## src/rtl/apb_arb_pkg.sv

```systemverilog
// Shared types and default widths for the two-requester APB master.
// Latency: n/a (package only).
// Backpressure: n/a (package only).
package apb_arb_pkg;

    // Transfer sequencing states of the APB master.
    typedef enum logic [1:0] {
        IDLE   = 2'd0,
        SETUP  = 2'd1,
        ACCESS = 2'd2,
        RESP   = 2'd3
    } apb_arb_state_t;

    localparam int APB_ADDR_W = 32;
    localparam int APB_DATA_W = 32;

endpackage

```

## src/rtl/rr_arb2.sv

```systemverilog
// Two-way round-robin arbiter with a registered last-grant pointer.
// Latency: grant is combinational from req; pointer updates on the edge after advance.
// Backpressure: none; caller qualifies req and pulses advance when a grant is taken.
//
// Ports: pclk/preset (sync, active-high), req[1:0] requests, advance = grant consumed,
//        grant[1:0] one-hot (all zero when no request).
module rr_arb2 (
    input  logic       pclk,
    input  logic       preset,
    input  logic [1:0] req,
    input  logic       advance,
    output logic [1:0] grant
);

    // 1 = requester 1 was granted last. Reset to 1 so requester 0 wins first contention.
    logic last_grant_q;
    logic last_grant_d;

    always_comb begin
        grant = 2'b00;
        case (req)
            2'b01:   grant = 2'b01;
            2'b10:   grant = 2'b10;
            2'b11:   grant = last_grant_q ? 2'b01 : 2'b10;
            default: grant = 2'b00;
        endcase
    end

    assign last_grant_d = (advance && (grant != 2'b00)) ? grant[1] : last_grant_q;

    always_ff @(posedge pclk) begin
        if (preset) begin
            last_grant_q <= 1'b1;
        end else begin
            last_grant_q <= last_grant_d;
        end
    end

endmodule

```

## src/rtl/apb_master_arb.sv

```systemverilog
// Two-requester APB master: round-robin accept, SETUP/ACCESS sequencing, error and timeout return.
// Latency: accept T, SETUP T+1, ACCESS T+2.., rsp_valid one cycle after pready (or after TIMEOUT ACCESS cycles).
// Backpressure: req_ready pulses only in IDLE; one transfer in flight, no response backpressure.
//
// Ports: req_* command ports (packed per requester), rsp_* completion pulse + shared rdata/err,
//        p* APB master signals towards a single slave. pclk/preset are sync, active-high.
module apb_master_arb
    import apb_arb_pkg::*;
#(
    parameter int ADDR_W  = APB_ADDR_W,
    parameter int DATA_W  = APB_DATA_W,
    parameter int TIMEOUT = 16
) (
    input  logic                pclk,
    input  logic                preset,
    input  logic [1:0]          req_valid,
    output logic [1:0]          req_ready,
    input  logic [1:0]          req_write,
    input  logic [2*ADDR_W-1:0] req_addr,
    input  logic [2*DATA_W-1:0] req_wdata,
    output logic [1:0]          rsp_valid,
    output logic [DATA_W-1:0]   rsp_rdata,
    output logic                rsp_err,
    output logic                psel,
    output logic                penable,
    output logic                pwrite,
    output logic [ADDR_W-1:0]   paddr,
    output logic [DATA_W-1:0]   pwdata,
    input  logic [DATA_W-1:0]   prdata,
    input  logic                pready,
    input  logic                pslverr
);

    localparam int             CW     = $clog2(TIMEOUT + 1);
    localparam logic [CW-1:0]  TO_VAL = CW'(TIMEOUT);

    apb_arb_state_t      state_q;
    logic [CW-1:0]       wcnt_q;
    logic [CW-1:0]       wcnt_d;
    logic [1:0]          gnt_q;
    logic                psel_q;
    logic                penable_q;
    logic                pwrite_q;
    logic [ADDR_W-1:0]   paddr_q;
    logic [DATA_W-1:0]   pwdata_q;
    logic [1:0]          rsp_valid_q;
    logic [DATA_W-1:0]   rsp_rdata_q;
    logic                rsp_err_q;

    logic [1:0]          arb_req;
    logic [1:0]          grant;
    logic                accept;
    logic                gsel;

    // Requests are only visible to the arbiter in IDLE and out of reset, so req_ready
    // can never pulse while a transfer is in flight or while reset is held.
    assign arb_req = (state_q == IDLE && !preset) ? req_valid : 2'b00;
    assign accept  = (grant != 2'b00);
    assign gsel    = grant[1];
    assign wcnt_d  = wcnt_q + CW'(1);

    rr_arb2 u_arb (
        .pclk    (pclk),
        .preset  (preset),
        .req     (arb_req),
        .advance (accept),
        .grant   (grant)
    );

    always_ff @(posedge pclk) begin
        if (preset) begin
            state_q     <= IDLE;
            wcnt_q      <= '0;
            gnt_q       <= 2'b00;
            psel_q      <= 1'b0;
            penable_q   <= 1'b0;
            pwrite_q    <= 1'b0;
            paddr_q     <= '0;
            pwdata_q    <= '0;
            rsp_valid_q <= 2'b00;
            rsp_rdata_q <= '0;
            rsp_err_q   <= 1'b0;
        end else begin
            // rsp_valid is a one-cycle pulse covering exactly the RESP cycle.
            rsp_valid_q <= 2'b00;
            case (state_q)
                IDLE: begin
                    if (accept) begin
                        gnt_q    <= grant;
                        pwrite_q <= req_write[gsel];
                        paddr_q  <= gsel ? req_addr[ADDR_W +: ADDR_W]  : req_addr[0 +: ADDR_W];
                        pwdata_q <= gsel ? req_wdata[DATA_W +: DATA_W] : req_wdata[0 +: DATA_W];
                        psel_q   <= 1'b1;
                        state_q  <= SETUP;
                    end
                end
                SETUP: begin
                    penable_q <= 1'b1;
                    wcnt_q    <= '0;
                    state_q   <= ACCESS;
                end
                ACCESS: begin
                    if (pready) begin
                        rsp_rdata_q <= pwrite_q ? '0 : prdata;
                        rsp_err_q   <= pslverr;
                        rsp_valid_q <= gnt_q;
                        psel_q      <= 1'b0;
                        penable_q   <= 1'b0;
                        state_q     <= RESP;
                    end else if (wcnt_d == TO_VAL) begin
                        // Slave never answered: this was the TIMEOUT-th ACCESS cycle.
                        rsp_rdata_q <= '0;
                        rsp_err_q   <= 1'b1;
                        rsp_valid_q <= gnt_q;
                        psel_q      <= 1'b0;
                        penable_q   <= 1'b0;
                        state_q     <= RESP;
                    end else begin
                        wcnt_q <= wcnt_d;
                    end
                end
                RESP: begin
                    state_q <= IDLE;
                end
                default: begin
                    state_q <= IDLE;
                end
            endcase
        end
    end

    assign req_ready = grant;
    assign rsp_valid = rsp_valid_q;
    assign rsp_rdata = rsp_rdata_q;
    assign rsp_err   = rsp_err_q;
    assign psel      = psel_q;
    assign penable   = penable_q;
    assign pwrite    = pwrite_q;
    assign paddr     = paddr_q;
    assign pwdata    = pwdata_q;

endmodule
```

## config.mk

```make
export PLATFORM = sky130hd
export DESIGN_NAME = apb_master_arb
export DESIGN_NICKNAME = d
export VERILOG_FILES = /design/src/rtl/apb_arb_pkg.sv /design/src/rtl/rr_arb2.sv /design/src/rtl/apb_master_arb.sv
export SDC_FILE = /design/constraint.sdc
export NUM_CORES = 1
export LEC_CHECK = 0
export ABC_CLOCK_PERIOD_IN_PS = 4500
export CAP_MARGIN = 0
export CELL_PAD_IN_SITES_DETAIL_PLACEMENT = 0
export CELL_PAD_IN_SITES_GLOBAL_PLACEMENT = 1
export CORE_ASPECT_RATIO = 1.5
export CORE_UTILIZATION = 28
export DETAILED_ROUTE_END_ITERATION = 10
export GPL_ROUTABILITY_DRIVEN = 1
export PLACE_DENSITY = 0.84
export SLEW_MARGIN = 40
export SYNTH_ARGS = -nofsm -noshare
export SYNTH_HDL_FRONTEND = slang
export SYNTH_SLANG_ARGS = --single-unit
```

## constraint.sdc

```tcl
create_clock -name pclk -period 4.5 [get_ports pclk]
set_clock_uncertainty 0.2 [all_clocks]
set_input_delay 0.9 -clock pclk [delete_from_list [all_inputs] [get_ports pclk]]
set_output_delay 0.9 -clock pclk [all_outputs]
set_load 0.05 [all_outputs]
```

# Yosys cells after proc, flatten, opt, wreduce, memory -nomap -nowiden
# Index checks and enable logic that the tools add are counted.
[word_totals]
mem_bits_ro = 0
ff_bits = 112
output_inout_bits = 104
ramBits = 0
latch_bits = 0
n_memories = 0
input_bits = 168
[classes]
magnitude_cmp = 1
bitwise = 1
eq_ne = 11
div = 0
mul = 0
addsub = 1
n_reduce_logical = 14
shift = 0
mux = 26
[ops]
columns = ["operator", "n"]
rows = [
  ["32-bit 2-to-1 mux", 5],
  ["2-bit 2-to-1 mux", 7],
  ["5-bit 2-to-1 mux", 2],
  ["5-bit one-hot mux with 2 select lines", 1],
  ["2-bit equality test (second input constant)", 4],
  ["2-bit one-hot mux with 4 select lines", 1],
  ["2-bit AND reduction", 4],
  ["2-bit nonzero test", 4],
  ["1-bit 2-to-1 mux", 7],
  ["2-bit one-hot mux with 3 select lines", 1],
  ["3-bit AND reduction", 2],
  ["5-bit by 1-bit adder with 5-bit output (second input constant)", 1],
  ["5-bit equality test (second input constant)", 1],
  ["2-bit by 1-bit equality test with 1-bit output (second input constant)", 2],
  ["2-bit inequality test (second input constant)", 2],
  ["1-bit one-hot mux with 2 select lines", 2],
  ["3-bit inequality test (second input constant)", 1],
  ["2-bit logical NOT", 1],
  ["1-bit by 2-bit less-than comparator with 1-bit output (second input constant)", 1],
  ["2-bit by 1-bit inequality test with 1-bit output (second input constant)", 1],
  ["2-bit OR reduction", 1],
  ["1-bit logical AND", 1],
  ["1-bit logical NOT", 1],
  ["1-bit inverter", 1],
]

# Depth between registers and ports, before layout
[depth]
word_depth = 8
ltp_mapped = 9
mapped_depth_nobuf = 7

# Hierarchy
# Synthesis repeated with hierarchy kept, for this count alone.
[hier_totals]
hier_cells = 456
area_unflattened_um2 = 4613.2
[modules_own_cells]
columns = ["mod", "cells_per_inst", "area_each_um2", "n_inst"]
rows = [
  ["apb_master_arb", 449, 4551.9, 1],
  ["rr_arb2", 7, 61.3, 1],
]

# Least setup slack after synthesis
# No wires, ideal clock.
[synth_timing]
kind = "input port to output port"
start = "in preset"
end = "out req_ready[0]"
n_path_buf = 0
t_required_ps = 3400
cell_stages = 3
setup_slack_ps = 1465
arrival_time_ps = 1935
path_cell_list = "nor2b_1 -> nand2_1 -> a21oi_1"
[synth_via]
elab_chain_len = 5
word_cells_on_any_way = 7
cone_classes = "eq/ne: 3; mux: 2; reduce/logical: 2"
[synth_rtl]
columns = ["element", "line_no", "source"]
rows = [
  ["from (decl)", "apb_master_arb.sv:15", "input logic preset,"],
  ["1-bit logical NOT *", "apb_master_arb.sv:57", "assign arb_req = (state_q == IDLE && !preset) ? req_valid : 2'b00;"],
  ["1-bit logical AND *", "apb_master_arb.sv:57", ""],
  ["2-bit 2-to-1 mux *", "apb_master_arb.sv:57", ""],
  ["2-bit equality test / 2-bit by 1-bit equality test with 1-bit output (equally long branches)", "rr_arb2.sv:21", "case (req)"],
  ["2-bit one-hot mux with 3 select lines *", "rr_arb2.sv:21", ""],
  ["to (decl)", "apb_master_arb.sv:17", "output logic [1:0] req_ready,"],
]
# Every way passes the cells marked *; elsewhere a longest branch is shown, timed or not.

# Worst setup path in the final report
[layout_timing]
start = "in req_valid[0]"
end = "out req_ready[0]"
[layout_via]
elab_chain_len = 3
word_cells_on_any_way = 5
cone_classes = "eq/ne: 3; mux: 2"
[layout_rtl]
columns = ["element", "line_no", "source"]
rows = [
  ["from (decl)", "apb_master_arb.sv:16", "input logic [1:0] req_valid,"],
  ["2-bit 2-to-1 mux *", "apb_master_arb.sv:57", ""],
  ["2-bit equality test / 2-bit by 1-bit equality test with 1-bit output (equally long branches)", "rr_arb2.sv:21", ""],
  ["2-bit one-hot mux with 3 select lines *", "rr_arb2.sv:21", ""],
]
# Marks and branches as above.

==> metrics.txt <==
Worst-Margin Slew ~0.74 ns; Starting DRT DRC Count approximately 230; starting density of the core 0.2881; Setup Fix Bufs, Post-CTS 0; WL met3 between 1 and 1.5 mm; Post-DP HPWL between 10 and 15 mm; WL final roughly 15 mm; WL met1 5.899 mm; Synth area leader dfxtp_1; ranking of synthesized cells by area dfxtp_1 (49%), a311oi_1 (13%), nand2_1 (11%), nor2_1 (6.2%), a22o_1 (6.2%); number of fill cells 1517; routed vias 4795; row count 56; post-synthesis register bit count around 110; DRC Markers 0; post-route ant nets 0; wire per inst around 16 um; Max VDD drop 0.3130 mV; Startpoint Class input pin; H-Tree Depth 3; largest net degree at the start of global routing 131; Final Wtd Congestion 0.8033; layout net count 942; WS Path Type in2out; crit path max fanout 5; # setup viols final 0; worst skew pair latency approximately 0.34 ns; setup TNS 0 ns; # clock sinks 112; top-area cell type share of the netlist area 0.4937; root buf cell clkbuf_16; Cell Area, Synth between 0.004 and 0.005 mm2; Top Metal Used met4; synth unique cells 36; DIE AREA approximately 0.017 mm2; clock tree buffer depth 2; Post-CTS Resized 0; first-pass detailed-route iteration total 5; Cells after Synth roughly 520; status finished clean; cts bufs inserted 9; ANT cells 0; post-synthesis net count 698; Placement Setup Slack just under 0.9 ns; grt total ovfl 0; syn avg cell area a little under 9 um2; worst endpoint required time 3.40 ns; max frequency about 270 MHz; Core Util, Final 0.4880; first-pass GRT wire length approximately 24 mm; IO buf count roughly 270; routed wl met2 about 8.0 mm; Final Max Slew Viols 0; period utilization 0.8090; Via density about 4.9; share of cells above drive strength 1 0.04398; max_slew headroom 0.5065; die width approximately 110 um; post-route cell area about 0.0077 mm2; # placed instances between 900 and 1000; P per Cell Area a little over 500 mW/mm2; Final WS setup 0.8595 ns; CTS clk-pin slew, worst paths 0.07 ns; Fin. Hold Viols 0; Tmin final approximately 3.6 ns; CP endpoint kind primary output; Core ar. ~0.016 mm2; max-cap violations 0; I/O Pins ~270; vias in the first global route about 4700; fin cells between 900 and 1000; worst min path class reg2reg; WP data arrival 2.54 ns; DP Area between 0.007 and 0.008 mm2; CTS Hold Buffers Added 0; Static Leak 2.873 nW; post-synthesis sequential area ratio 0.4937; final hold slack roughly 0.26 ns; Total Power around 3.9 mW; TritonCTS clock tree done; initial antenna violation count 0; Syn. warnings 0; RSZ-0062 raised after global routing no; Area Overhead vs Synth 69.39%; Die Y 158.0 um; total track usage 0.1813
[flip-flops by register name (all words and copies together), names as in the netlist]
register            flops
gnt_q                   2
paddr                  32
penable                 1
psel                    1
pwdata                 32
pwrite                  1
rsp_err                 1
rsp_rdata              32
rsp_valid               2
state_q                 2
u_arb.last_grant_q      1
wcnt_q                  5
[layer usage]
layer | GRT usage | up-vias
met5 | 0 | -
met4 | 0.06415 | 0
met3 | 0.05146 | 19
met2 | 0.3389 | 218
met1 | 0.1926 | 2219
li1 | - | 2339
[cell families after synthesis]
| group | after synthesis | share of synthesized area |
|---|---|---|
| compound gates | 117 | 0.2179 |
| fa+ha+maj | 6 | 0.01653 |
| buf+inv | 47 | 0.04683 |
| flops | 112 | 0.4937 |
| mux | 3 | 0.006887 |
| simple gates | 239 | 0.2182 |
[layout by cell type (no fill, tap or decap), types with 2 or more instances in the layout]
cell type        instances
nand2b_1                 6
a21oi_1                  9
and4b_1                  2
clkbuf_16                9
clkdlybuf4s50_1        269
ha_1                     6
a311oi_1                65
nand3b_1                 2
and3b_1                  2
inv_6                    3
nand2_1                138
a22o_1                  32
dfxtp_1                112
nand3_1                  2
buf_12                   2
buf_4                    3
mux2i_1                  2
nor2_1                  75
nor3_1                   2
nor3b_1                  2
inv_1                    3
a31oi_1                  2
[synth_stat cells (all sizes together)]
cell    number
nand2      138
dfxtp      112
nor2        76
a311oi      65
a22o        32
clkbuf      23
buf         20
a21oi       10
ha           6
nand2b       6
inv          4
nand3        3
nor3         3
a31oi        2
and3b        2
and4b        2
mux2i        2
nand3b       2
nor2b        2
nor3b        2
a211o        1
a211oi       1
a31o         1
mux2         1
o211a        1
o211ai       1
o21a         1
o21ai        1
o41a         1
or2          1
or3          1
or4          1
[power by group]
part	internal, mW	total (mW)	switching (mW)	leakage [nW]
logic	0.650	1.78	1.13	1.81
registers	1.19	1.29	0.108	0.917
clock network	0.406	0.798	0.392	0.145
total	2.24	3.87	1.63	2.87
[final cells by class]
cell class                      instances  area, um2  share of cell area
Multi-Input combinational cell        365       2111              0.2744
Sequential cell                       112       2242              0.2914
Clock inverter                          6      61.31            0.007969
Inverter                                4      15.01            0.001952
Clock buffer                           10      239.0             0.03106
Timing Repair Buffer                  276       2771              0.3602
Tap cell                              203      254.0             0.03301
[final timing paths]
check               start      endpoint  slack (ns)  depth (start not counted)
max          req_valid[0]  req_ready[0]        0.86                          4
min              gnt_q[1]      gnt_q[1]        0.26                          2
max reg2reg    state_q[0]      paddr[4]        1.85                          8
min reg2reg      gnt_q[1]      gnt_q[1]        0.26                          2
[critical path, stage by stage]
cell and delay [ns]:
clkdlybuf4s50_1 0.54, nand2_1 0.06, a21oi_1 0.20, clkdlybuf4s50_1 0.84
Power figures use the tool's default switching activity.
